===== config.mk =====
export PLATFORM = sky130hd
export DESIGN_NAME = ncore_secure_ctrl
export DESIGN_NICKNAME = d
export VERILOG_FILES = /design/src/rtl/ncore_pkg.sv /design/src/rtl/ncore_down_counter.sv /design/src/rtl/ncore_secure_ctrl.sv
export SDC_FILE = /design/constraint.sdc
export NUM_CORES = 1
export LEC_CHECK = 0
export CAP_MARGIN = 20
export CORE_UTILIZATION = 45
export CTS_CLUSTER_DIAMETER = 30
export DETAILED_ROUTE_END_ITERATION = 16
export PLACE_DENSITY = 0.74
export SKIP_LAST_GASP = 1
export SYNTH_ARGS = -nofsm -noshare
export SYNTH_HDL_FRONTEND = slang
export SYNTH_SLANG_ARGS = --single-unit

===== constraint.sdc =====
create_clock -name clk -period 3.5 [get_ports clk]
set_input_delay 0.35 -clock clk [delete_from_list [all_inputs] [get_ports clk]]
set_output_delay 0.35 -clock clk [all_outputs]
set_load 0.01 [all_outputs]

===== src/rtl/ncore_pkg.sv =====
// Shared types and defaults for the ncore secure-mode controller.
package ncore_pkg;

  typedef enum logic [2:0] {
    ST_NOKEY,
    ST_NORMAL,
    ST_CHECK,
    ST_SECURE,
    ST_LOCKOUT
  } state_e;

  localparam logic [3:0] OP_ENT   = 4'd7;
  localparam logic [3:0] OP_EXT   = 4'd8;
  localparam logic [3:0] OP_MOVFS = 4'd13;

  localparam int DEF_KEY_W         = 14;
  localparam int DEF_MAX_FAILS     = 3;
  localparam int DEF_LOCK_CYCLES   = 1024;
  localparam int DEF_EMODE_TIMEOUT = 4096;

  // Width needed to hold n-1, never less than one bit.
  function automatic int cnt_w(input int n);
    return (n < 2) ? 1 : $clog2(n);
  endfunction

endpackage


===== src/rtl/ncore_down_counter.sv =====
// Loadable down counter that saturates at zero; used for emode timeout and lockout.
module ncore_down_counter #(
  parameter int W = 8
) (
  input  logic         clk,
  input  logic         rst_n,
  input  logic         i_load,
  input  logic [W-1:0] i_load_val,
  input  logic         i_en,
  output logic         o_zero
);

  logic [W-1:0] r_cnt;

  always_ff @(posedge clk or negedge rst_n) begin
    if (!rst_n)                  r_cnt <= '0;
    else if (i_load)             r_cnt <= i_load_val;
    else if (i_en && r_cnt != '0) r_cnt <= r_cnt - 1'b1;
  end

  assign o_zero = (r_cnt == '0);

endmodule


===== src/rtl/ncore_secure_ctrl.sv =====
// Secure-mode controller: ENT key check with brute-force lockout, emode timeout,
// and gatekeeper for the safe ROM.
module ncore_secure_ctrl
  import ncore_pkg::*;
#(
  parameter int KEY_W         = DEF_KEY_W,
  parameter int MAX_FAILS     = DEF_MAX_FAILS,
  parameter int LOCK_CYCLES   = DEF_LOCK_CYCLES,
  parameter int EMODE_TIMEOUT = DEF_EMODE_TIMEOUT
) (
  input  logic             clk,
  input  logic             rst_n,
  input  logic [KEY_W-1:0] key_i,
  input  logic             key_valid_i,
  input  logic             ent_req_i,
  input  logic [31:0]      ent_val_i,
  input  logic             ext_req_i,
  output logic             ent_done_o,
  output logic             ent_ok_o,
  input  logic             rom_req_i,
  input  logic [7:0]       rom_addr_i,
  output logic             rom_rvalid_o,
  output logic [7:0]       rom_rdata_o,
  output logic             rom_err_o,
  output logic             rom_en_o,
  output logic [7:0]       rom_addr_o,
  input  logic [7:0]       rom_data_i,
  output logic             emode_o,
  output logic             locked_o,
  output logic [2:0]       fail_cnt_o
);

  localparam int TO_W = cnt_w(EMODE_TIMEOUT);
  localparam int LK_W = cnt_w(LOCK_CYCLES);
  localparam bit TO_EN = (EMODE_TIMEOUT > 0);
  // Counters are loaded with N-1 so the state changes exactly N cycles after entry.
  localparam logic [TO_W-1:0] TO_LD = TO_W'((EMODE_TIMEOUT > 0) ? EMODE_TIMEOUT - 1 : 0);
  localparam logic [LK_W-1:0] LK_LD = LK_W'(LOCK_CYCLES - 1);
  localparam logic [2:0]      MAXF  = 3'(MAX_FAILS);

  state_e           r_state, w_state_nxt;
  logic [KEY_W-1:0] r_key;
  logic [31:0]      r_cand;
  logic [2:0]       r_fail, w_fail_nxt, w_fail_inc;
  logic             r_done, r_ok, w_done_nxt, w_ok_nxt;
  logic             w_key_ld, w_cand_ld, w_to_ld, w_lk_ld;
  logic             w_to_zero, w_lk_zero, w_match, w_secure;
  logic             r_rvalid, r_rerr, r_rsec;

  assign w_secure   = (r_state == ST_SECURE);
  assign w_match    = (r_cand == 32'(r_key));
  assign w_fail_inc = r_fail + 3'd1;

  always_comb begin
    w_state_nxt = r_state;
    w_done_nxt  = 1'b0;
    w_ok_nxt    = 1'b0;
    w_fail_nxt  = r_fail;
    w_key_ld    = 1'b0;
    w_cand_ld   = 1'b0;
    w_to_ld     = 1'b0;
    w_lk_ld     = 1'b0;
    case (r_state)
      ST_NOKEY: begin
        w_done_nxt = ent_req_i;
        if (key_valid_i) begin
          w_key_ld    = 1'b1;
          w_state_nxt = ST_NORMAL;
        end
      end
      ST_NORMAL: begin
        if (ent_req_i) begin
          w_cand_ld   = 1'b1;
          w_state_nxt = ST_CHECK;
        end
      end
      ST_CHECK: begin
        w_done_nxt = 1'b1;
        if (w_match) begin
          w_ok_nxt    = 1'b1;
          w_fail_nxt  = 3'd0;
          w_to_ld     = 1'b1;
          w_state_nxt = ST_SECURE;
        end else begin
          w_fail_nxt = w_fail_inc;
          if (w_fail_inc >= MAXF) begin
            w_lk_ld     = 1'b1;
            w_state_nxt = ST_LOCKOUT;
          end else begin
            w_state_nxt = ST_NORMAL;
          end
        end
      end
      ST_SECURE: begin
        // Exit beats a same-cycle ENT; a lone ENT refreshes the timeout.
        w_done_nxt = ent_req_i;
        if (ext_req_i) begin
          w_state_nxt = ST_NORMAL;
        end else if (ent_req_i) begin
          w_ok_nxt = 1'b1;
          w_to_ld  = 1'b1;
        end else if (TO_EN && w_to_zero) begin
          w_state_nxt = ST_NORMAL;
        end
      end
      ST_LOCKOUT: begin
        w_done_nxt = ent_req_i;
        if (w_lk_zero) begin
          w_fail_nxt  = 3'd0;
          w_state_nxt = ST_NORMAL;
        end
      end
      default: w_state_nxt = ST_NOKEY;
    endcase
  end

  always_ff @(posedge clk or negedge rst_n) begin
    if (!rst_n) begin
      r_state <= ST_NOKEY;
      r_key   <= '0;
      r_cand  <= '0;
      r_fail  <= '0;
      r_done  <= 1'b0;
      r_ok    <= 1'b0;
    end else begin
      r_state <= w_state_nxt;
      r_fail  <= w_fail_nxt;
      r_done  <= w_done_nxt;
      r_ok    <= w_ok_nxt;
      if (w_key_ld)  r_key  <= key_i;
      if (w_cand_ld) r_cand <= ent_val_i;
    end
  end

  ncore_down_counter #(.W(TO_W)) u_to_cnt (
    .clk        (clk),
    .rst_n      (rst_n),
    .i_load     (w_to_ld),
    .i_load_val (TO_LD),
    .i_en       (w_secure),
    .o_zero     (w_to_zero)
  );

  ncore_down_counter #(.W(LK_W)) u_lk_cnt (
    .clk        (clk),
    .rst_n      (rst_n),
    .i_load     (w_lk_ld),
    .i_load_val (LK_LD),
    .i_en       (r_state == ST_LOCKOUT),
    .o_zero     (w_lk_zero)
  );

  // ROM path: the macro is only ever driven while SECURE; everything else gets an error.
  assign rom_en_o   = w_secure & rom_req_i;
  assign rom_addr_o = rom_en_o ? rom_addr_i : 8'd0;

  always_ff @(posedge clk or negedge rst_n) begin
    if (!rst_n) begin
      r_rvalid <= 1'b0;
      r_rerr   <= 1'b0;
      r_rsec   <= 1'b0;
    end else begin
      r_rvalid <= rom_req_i;
      r_rerr   <= rom_req_i & ~w_secure;
      r_rsec   <= rom_en_o;
    end
  end

  assign rom_rvalid_o = r_rvalid;
  assign rom_err_o    = r_rerr;
  assign rom_rdata_o  = r_rsec ? rom_data_i : 8'd0;

  assign ent_done_o = r_done;
  assign ent_ok_o   = r_ok;
  assign emode_o    = w_secure;
  assign locked_o   = (r_state == ST_LOCKOUT);
  assign fail_cnt_o = r_fail;

endmodule


==> impl_table.tex <==
\begin{tabular}{lr}
\hline
Metric & Value \\
\hline
\multicolumn{2}{l}{\textbf{Status}} \\
Status & completed \\
\multicolumn{2}{l}{\textbf{Logic synthesis}} \\
Netlist area before placement & 3871 um2 \\
Ranking of synthesized cells by area & sky130\_fd\_sc\_hd\_\_dfrtp\_1 51\%, sky130\_fd\_sc\_hd\_\_mux2\_2 13\%, sky130\_fd\_sc\_hd\_\_xor2\_1 4.3\% \\
Number of synthesized flops with an enable pin & 0 \\
Ys Warns & 0 \\
Number of flip-flops and latches in the synthesized netlist & 79 \\
Dominant synthesized flop cell & sky130\_fd\_sc\_hd\_\_dfrtp\_1 \\
Most numerous cell in the Yosys netlist & sky130\_fd\_sc\_hd\_\_dfrtp\_1 \\
Syn Nets & just over 400 \\
Asr flop ratio synth & 100.0\% \\
Commonest cells in the netlist & 79 x sky130\_fd\_sc\_hd\_\_dfrtp\_1, 46 x sky130\_fd\_sc\_hd\_\_mux2\_2, 19 x sky130\_fd\_sc\_hd\_\_xor2\_1 \\
Yosys top cell area share & 51.07\% \\
Synth cell types & 49 \\
Sequential-to-total area share from yosys stat & 51.07\% \\
Cell type with the highest aggregate area in the netlist & sky130\_fd\_sc\_hd\_\_dfrtp\_1 \\
Avg Inst Size Synth & 11.66 um2 \\
Number of instances in the synthesized netlist & 332 \\
\multicolumn{2}{l}{\textbf{STA}} \\
Final Hold Violating Endpoints & 0 \\
Max Freq & 400.9 MHz \\
Final setup violation count & 0 \\
Setup repair after global routing missed its margin & no \\
Slew of the pin with the lowest slew margin & 1019 ps \\
Minimum period implied by the final worst setup slack & 2495 ps \\
Period utilisation layout & 71.27\% \\
Total count of max-transition violations in the final report & 0 \\
Setup TNS Final & 0 ps \\
Max transition margin & about a third \\
Min setup slack post-route & approximately 1000 ps \\
Max Clock Skew & 5.658 ps \\
\multicolumn{2}{l}{\textbf{Clock tree}} \\
Post-CTS setup buffer count & 0 \\
Sinks on the clock net & between 70 and 80 \\
Clock-pin slew on the worst setup and hold paths & 70 ps \\
Clock tree from TritonCTS & built \\
CTS HTree Levels & 3 \\
Skew-Pair Late Insertion Delay & 350 ps \\
Number of hold buffers added after cts & 0 \\
Cell chosen for the clock root & sky130\_fd\_sc\_hd\_\_clkbuf\_8 \\
Number of buffers on the longest clock path & 2 \\
Number of CTS-inserted buffers & 9 \\
PostCTS Resize Cnt & 0 \\
\multicolumn{2}{l}{\textbf{Detailed routing}} \\
Via-to-Cell Ratio & 5.299 \\
Remaining antenna violation count & 0 \\
Total number of vias & about 2800 \\
Routed wirelength normalized by instance count & 14.51 um \\
First-pass iteration count of the detailed router & 4 \\
Starting DRT DRC Count & 122 \\
Routed wire length & 7776 um \\
Final routed DRC violation total & 0 \\
\multicolumn{2}{l}{\textbf{Die}} \\
Die Outline Area & 8978 um2 \\
Die width & 94.75 um \\
Vert. Die Dim & 94.75 um \\
Number of cell rows & 33 \\
Core Region & a little over 8000 um2 \\
Initial standard-cell utilization of the core & 46.88\% \\
Ports & 94 \\
\multicolumn{2}{l}{\textbf{Cells and area}} \\
Nets & between 500 and 600 \\
Finished Layout Cells & 536 \\
Fraction of final layout cells sized beyond drive strength 1 & between 10\% and 20\% \\
Final cell area excluding filler cells & 5110 um2 \\
Antenna Cells & 0 \\
Area growth, synth to finish & 32.00\% \\
\multicolumn{2}{l}{\textbf{Placement}} \\
Post-DP HPWL & 5575 um \\
Cells after DPL & 521 \\
Post-placement cell area & 4883 um2 \\
Worst slack, placed & 1316 ps \\
Number of I/O port buffers & 93 \\
Routability cong. & 0.7636 \\
\multicolumn{2}{l}{\textbf{GRT}} \\
Overflow left after global routing & 0 \\
Number of global-route vias before repair & around 2800 \\
Antenna violations before repair & 0 \\
First-pass GRT wire length & between 10000 and 15000 um \\
Maximum number of pins on one net before global-route repair & 80 \\
Global routing usage summed across all routing layers & 19.19\% \\
\multicolumn{2}{l}{\textbf{Power}} \\
Clk pwr share & 20.6\% \\
Fraction of power consumed by sequential logic & approximately 43\% \\
Max rail drop VDD & 0.4165 mV \\
LEAKAGE & between 1.5 and 2 nW \\
Power spent charging and discharging nets & 1.265 mW \\
Logic pwr share & 36.3\% \\
Total power draw & 3.799 mW \\
Sw Ratio & 33.30\% \\
Power density over cell area & 743.4 nW/um2 \\
Power Internal & around 2.5 mW \\
\multicolumn{2}{l}{\textbf{Setup path}} \\
Worst Path Arrival & 2140 ps \\
Critical Path Source Type & flop \\
Worst flop-to-flop path startpoint & u\_lk\_cnt.r\_cnt[0]\$\_DFFE\_PN0P\_ \\
Depth of the most critical reg-to-reg path & 7 \\
Nature of the critical path endpoint & output pin \\
Worst R2R End & fail\_cnt\_o[2]\$\_DFFE\_PN0P\_ \\
Setup CP Type & flop to output pin \\
Data required, critical path & 3150 ps \\
Maximum net fanout on the critical path & 14 \\
R2r setup slk & between 1000 and 1500 ps \\
\multicolumn{2}{l}{\textbf{Min path}} \\
Classification of the worst-slack hold path & primary input to asynchronous set/reset pin \\
\multicolumn{2}{l}{\textbf{Run}} \\
Maximum capacitance violations & 0 \\
\hline
\end{tabular}
## metrics by stage
| step | hold slack, ps | utilization [%] |
|---|---|---|
| after floorplan | 54.41 | - |
| after detailed placement | 501.7 | 59.14 |
| after global placement | 490.7 | 59.14 |
| final | 123.5 | 61.88 |
| after CTS | 183.3 | 61.88 |
| after global routing | 227.2 | 61.88 |
## worst max-delay path: stages, from the launching register on
cell and delay, ps:
sky130_fd_sc_hd__dfrtp_1 600, sky130_fd_sc_hd__nand3b_1 250, sky130_fd_sc_hd__inv_1 230, sky130_fd_sc_hd__and3_1 180
sky130_fd_sc_hd__clkdlybuf4s50_1 540
## power by group through the flow
stage                     Sequential, mW  Combinational (mW)  Clock [mW]
after floorplan                     1.56                1.04           0
after global placement              1.63                1.36           0
after detailed placement            1.65                1.39           0
after CTS                           1.64                1.40       0.802
after global routing                1.70                1.53       0.839
final                               1.64                1.38       0.782
## how the worst max path moves through the flow
| stage | slack, ps | end | start | cells after the start |
|---|---|---|---|---|
| after global routing | 810 | rom_addr_o[2] | r_state[0]$_DFFE_PN0P_ | 4 |
| after global placement | 1300 | r_cand[25]$_DFFE_PN0P_ | ent_req_i | 5 |
| final | 1010 | rom_addr_o[2] | r_state[0]$_DFFE_PN0P_ | 4 |
| after detailed placement | 1320 | r_cand[12]$_DFFE_PN0P_ | ent_req_i | 5 |
| after floorplan | 1740 | fail_cnt_o[2]$_DFFE_PN0P_ | u_lk_cnt.r_cnt[0]$_DFFE_PN0P_ | 7 |
| after CTS | 980 | rom_addr_o[2] | r_state[0]$_DFFE_PN0P_ | 4 |
## state kept, by name, indices dropped and copies added, names as in the netlist
register	flops
ent_done_o	1
ent_ok_o	1
fail_cnt_o	3
r_cand	32
r_key	14
r_rsec	1
r_state	3
rom_err_o	1
rom_rvalid_o	1
u_lk_cnt.r_cnt	10
u_to_cnt.r_cnt	12
## area by class of cell
class / instances / area (um2)
fillers: 685 / 3148
flip-flops and latches: 79 / 1977
multi-input cells: 230 / 1787
repair buffers: 95 / 943.4
clock buffers: 11 / 131.4
well taps: 105 / 131.4
clock inverters: 4 / 95.09
inverters: 12 / 45.04
## kinds of logic after synthesis
kind of cell | Yosys count | share of synthesized area [%]
buffers and inverters | 23 | 2.941
adders and majority gates | 6 | 1.939
and+or+nand+nor | 114 | 17.71
xor gates and xnor gates | 33 | 7.466
muxes | 47 | 13.64
AOI/OAI and AO/OA | 30 | 5.236
DFF | 79 | 51.07
## per-layer routing
| metal | part of all wire, % | track usage, % | vias to the layer above |
|---|---|---|---|
| met5 | 0 | 0 | - |
| met4 | 1.6 | 7.197 | 0 |
| met3 | 7.1 | 5.475 | 9 |
| met2 | 47 | 32.61 | 95 |
| met1 | 44 | 23.03 | 1359 |
| li1 | - | - | 1377 |
## layout by cell type, fill, tap and decap left out, drive strengths merged, types with 3 or more instances in the layout
master         count
a21oi              5
a31oi              4
and2              10
and3              10
buf                3
bufinv             3
clkbuf            11
clkdlybuf4s50     92
dfrtp             79
ha                 6
inv               12
mux2              46
nand2             18
nand2b             3
nand3              8
nand4             14
nand4b             4
nor2              13
nor3               8
nor4              10
o21ai             11
or3                3
or4                4
xnor2             14
xor2              19
Power figures use the tool's default switching activity.
